$ cat config.mk
export PLATFORM = sky130hd
export DESIGN_NAME = param_vec_streamer
export DESIGN_NICKNAME = d
export VERILOG_FILES = /design/src/rtl/param_vec_streamer.sv
export SDC_FILE = /design/constraint.sdc
export NUM_CORES = 1
export LEC_CHECK = 0
export BUFFER_PORTS_ARGS = -buffer_cell sky130_fd_sc_hd__buf_2
export CAP_MARGIN = 10
export CORE_ASPECT_RATIO = 1.4
export CORE_UTILIZATION = 55
export DETAILED_ROUTE_END_ITERATION = 8
export PLACE_DENSITY = 0.82
export SYNTH_ARGS = -nofsm -noshare
export SYNTH_HDL_FRONTEND = slang
export SYNTH_SLANG_ARGS = --single-unit
export TNS_END_PERCENT = 5
$ cat constraint.sdc
create_clock -name clk -period 3.58 [get_ports clk]
set_input_delay 1.074 -clock clk [delete_from_list [all_inputs] [get_ports clk]]
set_output_delay 1.074 -clock clk [all_outputs]
set_load 0.01 [all_outputs]
$ cat src/rtl/param_vec_streamer.sv
// Fetches one VEC_LEN-element vector from a combinational parameter LUT and streams it out
// element by element with valid/ready handshaking. Optional PARAM_ADDR_CHECK_EN adds an err pulse for unknown addresses.
module param_vec_streamer #(
    parameter int ADDR_WIDTH = 8,
    parameter int DATA_WIDTH = 8,
    parameter int VEC_LEN    = 16,
    localparam int IDX_W     = (VEC_LEN > 1) ? $clog2(VEC_LEN) : 1
) (
    input  logic                                      clk,
    input  logic                                      rst_n,
    input  logic                                      req_valid,
    output logic                                      req_ready,
    input  logic        [ADDR_WIDTH-1:0]              req_addr,
    output logic        [ADDR_WIDTH-1:0]              lut_addr,
    input  logic signed [VEC_LEN-1:0][DATA_WIDTH-1:0] lut_data,
    output logic                                      out_valid,
    input  logic                                      out_ready,
    output logic signed [DATA_WIDTH-1:0]              out_data,
    output logic        [IDX_W-1:0]                   out_idx,
    output logic                                      out_last,
`ifdef PARAM_ADDR_CHECK_EN
    output logic                                      err,
`endif
    output logic                                      busy
);

    typedef enum logic [1:0] {
        IDLE   = 2'd0,
        FETCH  = 2'd1,
        STREAM = 2'd2
    } state_e;

    localparam logic [IDX_W-1:0] LAST_IDX = IDX_W'(VEC_LEN - 1);

    state_e                        state_q, state_d;
    logic        [ADDR_WIDTH-1:0]  addr_q;
    logic        [IDX_W-1:0]       idx_q, idx_d;
    logic signed [DATA_WIDTH-1:0]  vec_q [VEC_LEN];
    logic                          acceptReq;
    logic                          lastElem;
    logic                          fetchDrop;

    assign acceptReq = (state_q == IDLE) && req_valid;
    assign lastElem  = (idx_q == LAST_IDX);
    assign lut_addr  = addr_q;

`ifdef PARAM_ADDR_CHECK_EN
    function automatic logic addrKnown(input logic [ADDR_WIDTH-1:0] a);
        case (a)
            ADDR_WIDTH'(8'h03), ADDR_WIDTH'(8'h04), ADDR_WIDTH'(8'h05),
            ADDR_WIDTH'(8'h06), ADDR_WIDTH'(8'h08), ADDR_WIDTH'(8'h0A),
            ADDR_WIDTH'(8'h0C), ADDR_WIDTH'(8'h0E), ADDR_WIDTH'(8'h10): return 1'b1;
            default: return 1'b0;
        endcase
    endfunction

    // FETCH lasts one cycle, so flagging it there gives a single-cycle err pulse
    assign fetchDrop = (state_q == FETCH) && !addrKnown(addr_q);
    assign err       = fetchDrop;
`else
    assign fetchDrop = 1'b0;
`endif

    always_ff @(posedge clk or negedge rst_n) begin
        if (!rst_n) begin
            state_q <= IDLE;
        end else begin
            state_q <= state_d;
        end
    end

    always_comb begin
        state_d = state_q;
        idx_d   = idx_q;
        case (state_q)
            IDLE: begin
                if (req_valid) begin
                    state_d = FETCH;
                end
            end
            FETCH: begin
                idx_d   = '0;
                state_d = fetchDrop ? IDLE : STREAM;
            end
            STREAM: begin
                if (out_ready) begin
                    if (lastElem) begin
                        state_d = IDLE;
                        idx_d   = '0;
                    end else begin
                        idx_d = idx_q + IDX_W'(1);
                    end
                end
            end
            default: begin
                state_d = IDLE;
                idx_d   = '0;
            end
        endcase
    end

    always_comb begin
        req_ready = (state_q == IDLE);
        busy      = (state_q != IDLE);
        out_valid = (state_q == STREAM);
        out_idx   = idx_q;
        out_last  = (state_q == STREAM) && lastElem;
        out_data  = (state_q == STREAM) ? vec_q[idx_q] : '0;
    end

    // The buffer snapshots the LUT only in FETCH, isolating the stream from later LUT changes
    always_ff @(posedge clk or negedge rst_n) begin
        if (!rst_n) begin
            addr_q <= '0;
            idx_q  <= '0;
            for (int i = 0; i < VEC_LEN; i++) begin
                vec_q[i] <= '0;
            end
        end else begin
            if (acceptReq) begin
                addr_q <= req_addr;
            end
            if (state_q == FETCH) begin
                for (int i = 0; i < VEC_LEN; i++) begin
                    vec_q[i] <= lut_data[i];
                end
            end
            idx_q <= idx_d;
        end
    end

endmodule
## Word level (Yosys, flattened, before mapping)

Index checks and enable logic that the tools add are counted.

| operators by class | value |
|---|---|
| add/sub/neg operators | 1 |
| order comparisons | 1 |
| equality and inequality tests | 6 |
| mux-type cells | 11 |
| bitwise gates (word level) | 2 |
| reductions and logical operators | 6 |

Operators by type and width:

| cell | count |
|---|---|
| 8-bit binary-select mux with 4-bit select | 1 |
| 8-bit 2-to-1 mux | 3 |
| 4-bit 2-to-1 mux | 2 |
| 4-bit case mux with 2 select lines | 1 |
| 2-bit 2-to-1 mux | 3 |
| 2-bit case mux with 3 select lines | 1 |
| 5-bit >= comparator, second input constant | 1 |
| 4-bit NOT with 5-bit output | 1 |
| 4-bit by 1-bit adder with 4-bit output, second input constant | 1 |
| 4-bit equality test, second input constant | 1 |
| 2-bit by 1-bit inequality test with 1-bit output, second input constant | 2 |
| 3-bit AND reduction | 1 |
| 2-bit by 1-bit equality test with 1-bit output, second input constant | 1 |
| 2-bit equality test, second input constant | 1 |
| 1-bit logical AND | 2 |
| 2-bit logical NOT | 1 |
| 2-bit inequality test, second input constant | 1 |
| 2-bit AND reduction | 1 |
| 2-bit nonzero test | 1 |
| 1-bit NOT | 1 |

| word-level totals | value |
|---|---|
| register bits after elaboration | 142 |
| output and inout bits | 24 |

## Logic depth before layout (Yosys ltp)

| depth | value |
|---|---|
| depth after elaboration | 5 |
| depth in mapped cells | 6 |
| depth with buffers taken out | 5 |

## Least setup slack after synthesis

Ideal clock, no wire load.

| timing path | value |
|---|---|
| path type | flip-flop to output port |
| start point | register idx_q[0] (netlist: out_idx[0]) |
| end point | output port out_data[3] |
| arrival time | 1,526 ps |
| required time | 2,506 ps |
| setup slack | 980 ps |
| stages on the path, launching flop included | 7 |
| path buffers | 3 |
| cells stage by stage | dfrtp_1 buf_6 buf_12 buf_12 mux2i_1 a221o_1 o22ai_1 |

| on the way | value |
|---|---|
| word-level cells in the longest chain between the ends | 5 |

RTL lines:

| what | RTL line | text |
|---|---|---|
| start, declared | 37 | `logic [IDX_W-1:0] idx_q, idx_d;` |
| start signal, assigned | 128 | `idx_q <= idx_d;` |
| 4-bit NOT with 5-bit output (implied by the code) | 108 | `out_data = (state_q == STREAM) ? vec_q[idx_q] : '0;` |
| 8-bit binary-select mux with 4-bit select | 108 |  |
| 8-bit 2-to-1 mux (implied by the code) (2 in a row) | 108 |  |
| 8-bit 2-to-1 mux | 108 |  |
| end, declared | 18 | `output logic signed [DATA_WIDTH-1:0] out_data,` |

Every way passes these cells. The select of a mux whose other input is x is not followed.

## Worst setup path in the final report

| timing path | value |
|---|---|
| start point | register idx_q[0] (netlist: out_idx[0]) |
| end point | output port out_data[5] |

Same word-level chain as after synthesis.

==> impl_metrics.env <==
export IMPL_yosys_top_cells_count="dfrtp_1, mux2_2, mux2i_1"
export IMPL_area_delta_synth_final_pct=22.3
export IMPL_synthAdderAreaFrac=0.00193
export IMPL_routed_wl_um=14600
export IMPL_syn_area_per_cell_um2=15.9
export IMPL_synthTopCellsByArea="dfrtp_1, mux2_2, mux4_1"
export IMPL_finalSetupViolations=0
export IMPL_layout_drive_gt1_share=0.602
export IMPL_gr_total_overflow=0
export IMPL_synth_compound_area_frac=0.0253
export IMPL_syn_area_um2=6470
export IMPL_p_leak_uw=0.00356
export IMPL_dp_hpwl_um=10400
export IMPL_synth_top_flop_cell="dfrtp_1"
export IMPL_synthDistinctLibCells=32
export IMPL_synth_edf_count=0
export IMPL_initial_core_util=0.568
export IMPL_syn_inst=406
export IMPL_slew_viol_final=0
export IMPL_nets=709
export IMPL_ys_warn_count=0
export IMPL_power_density_nw_per_um2=896
export IMPL_start_kind="register"
export IMPL_ant_nets=0
export IMPL_grt_max_degree=104
export IMPL_h_tree_depth=4
export IMPL_yosys_mux_area_fraction=0.365
export IMPL_synth_top_area_cell="dfrtp_1"
export IMPL_crit_required_ns=2.51
export IMPL_peakVddDrop_mv=0.454
export IMPL_cts_made_buffers=17
export IMPL_cts_hold_buf=0
export IMPL_synthSimpleGateAreaFrac=0.0236
export IMPL_syn_num_nets=547
export IMPL_slowest_stage="dfrtp_2"
export IMPL_yosysSeqAreaShare=0.549
export IMPL_tightest_slew_ns=0.977
export IMPL_maxCapViolCount=0
export IMPL_hold_viol_final=0
export IMPL_grt_busiest_layer="met2"
export IMPL_die_area_um2=12200
export IMPL_firstDrtPassIters=4
export IMPL_clock_skew_ns=0.00493
export IMPL_viasPerCell=5.62
export IMPL_gr_usage_met3=0.0571
export IMPL_post_cts_setup_buffer_count=0
export IMPL_period_needed_ns=3.41
export IMPL_fp_row_count=46
export IMPL_cts_resized=0
export IMPL_ys_seq_elements=142
export IMPL_die_y_um=130
export IMPL_fin_tns_setup_ns=0
export IMPL_max_slew_margin=0.349
export IMPL_synth_top_family_by_area="multiplexers"
export IMPL_clk_pin_slew_ns=0.05
export IMPL_grt_setup_unrepaired="no"
export IMPL_cts_root_buf="clkbuf_16"
export IMPL_grt_pass1_wl_um=22700
export IMPL_path_cells="buf_12, mux4_1, mux2i_1, o22ai_1, buf_2"
export IMPL_met1_usage=0.298
export IMPL_routedWlPerCell_um=20.2
export IMPL_route_detailed_drc=0
export IMPL_nFillCells=786
export IMPL_final_period_utilization=0.954
export IMPL_synth_xor_xnor_area_share=0.00135
export IMPL_clock_latency_ns=0.41
export IMPL_path_class="reg -> out"
export IMPL_gr_usage_met2=0.449
export IMPL_grt_util_all_layers=0.256
export IMPL_max_clock_freq_mhz=293
export IMPL_status="complete, no violations"
export IMPL_tritoncts="done"
export IMPL_place_congestion=0.789
export IMPL_core_area_um2=11400
export IMPL_hp_class="reg -> reg"
export IMPL_cts_sinks=142
export IMPL_dr_first_iter_drc_count=195
export IMPL_antenna_found_initial=1
export IMPL_grt_pass1_vias=4460
export IMPL_critPathCaptureType="output port"
export IMPL_io_buffers=163
export IMPL_synthArstFlopShare=1.00
export IMPL_clock_path_buffers=2
export IMPL_critPathArrivalTime_ns=2.34
export IMPL_total_power_uw=7090
export IMPL_num_vias=4075
export IMPL_crit_path_max_fanout=21
export IMPL_cpPeakStageDelay_ns=0.57
export IMPL_io_pins=164
export IMPL_yosysMostFrequentCell="dfrtp_1"
export IMPL_die_width_um=93.7
export IMPL_netlist_area_leader_share=0.549
stage by stage:
step | utilization | instance area [µm²] | worst slack [ns] | hold WS [ns] | instances
after floorplan | - | 6470 | 0.980 | 0.472 | 406
after global placement | 0.645 | 7350 | 0.606 | 0.483 | 693
after detailed placement | 0.645 | 7350 | 0.594 | 0.487 | 693
after CTS | 0.694 | 7910 | 0.150 | 0.501 | 724
after global routing | 0.694 | 7910 | 0.0630 | 0.515 | 724
final | 0.694 | 7910 | 0.166 | 0.497 | 725
layout by cell type (no fill, tap or decap), types with 2 or more instances in the layout:
| cell | instances |
|---|---|
| nand2_1 | 4 |
| o22ai_1 | 8 |
| a221o_1 | 8 |
| buf_12 | 2 |
| buf_2 | 162 |
| buf_4 | 5 |
| mux2i_1 | 24 |
| nor2b_1 | 9 |
| nor2_1 | 4 |
| and2_1 | 2 |
| mux4_2 | 10 |
| nand3_1 | 2 |
| clkinvlp_4 | 2 |
| mux2_2 | 136 |
| clkbuf_16 | 17 |
| clkbuf_8 | 3 |
| a21oi_1 | 3 |
| mux4_1 | 14 |
| clkinv_4 | 2 |
| clkinv_2 | 6 |
| dfrtp_1 | 141 |
registers in the layout (all words and copies together), names as in the netlist:
name	flops
vec_q	128
state_q	2
out_idx	4
lut_addr	8
worst max-delay path, delay by kind of cell (launching register included):
kind / cells / cell delay, ns
AOI/OAI and AO/OA: 1 / 0.15
DFF: 1 / 0.57
buffers and inverters: 2 / 0.42
muxes: 2 / 0.78
logic make-up (layout without fill, tap and decap cells):
| family | after synthesis | count (layout) |
|---|---|---|
| AOI/OAI and AO/OA | 22 | 22 |
| DFF | 142 | 142 |
| adders and majority gates | 1 | 1 |
| and+or+nand+nor | 28 | 28 |
| muxes | 184 | 184 |
| xor gates and xnor gates | 1 | 1 |
| other | 0 | 1 |
| buffers and inverters | 28 | 202 |
layout make-up:
type,count,area (µm²),share of cell area
flip-flops and latches,142,3550,0.449
inverters,1,3.75,0.000475
repair buffers,170,900,0.114
multi-input cells,236,2710,0.343
clock inverters,11,92.6,0.0117
well taps,144,180,0.0228
diodes,1,2.50,0.000316
clock buffers,20,467,0.0590
routing by layer:
metal / vias to the layer above / routed length [µm]
li1: 1854 / -
met2: 131 / 7900
met5: - / 0
met1: 2060 / 5590
met3: 30 / 751
met4: 0 / 400
final timing paths:
check,startpoint,end,slack (ns),cells after the start
worst min register to register,vec_q[108],vec_q[108],0.50,1
worst max-delay path,out_idx[0],out_data[5],0.17,5
min in group asynchronous,rst_n,lut_addr[6],0.77,1
worst min-delay path,vec_q[108],vec_q[108],0.50,1
max in group asynchronous,rst_n,vec_q[6],2.04,2
worst max register to register,state_q[0],vec_q[31],1.60,3
power by group:
part           leakage [µW]  internal [µW]  switching (µW)  total [µW]
Combinational       0.00160           1490            1020        2510
Clock              0.000277            999             645        1640
Sequential          0.00168           2430             508        2930
Total               0.00356           4920            2170        7090
Power figures use the tool's default switching activity.
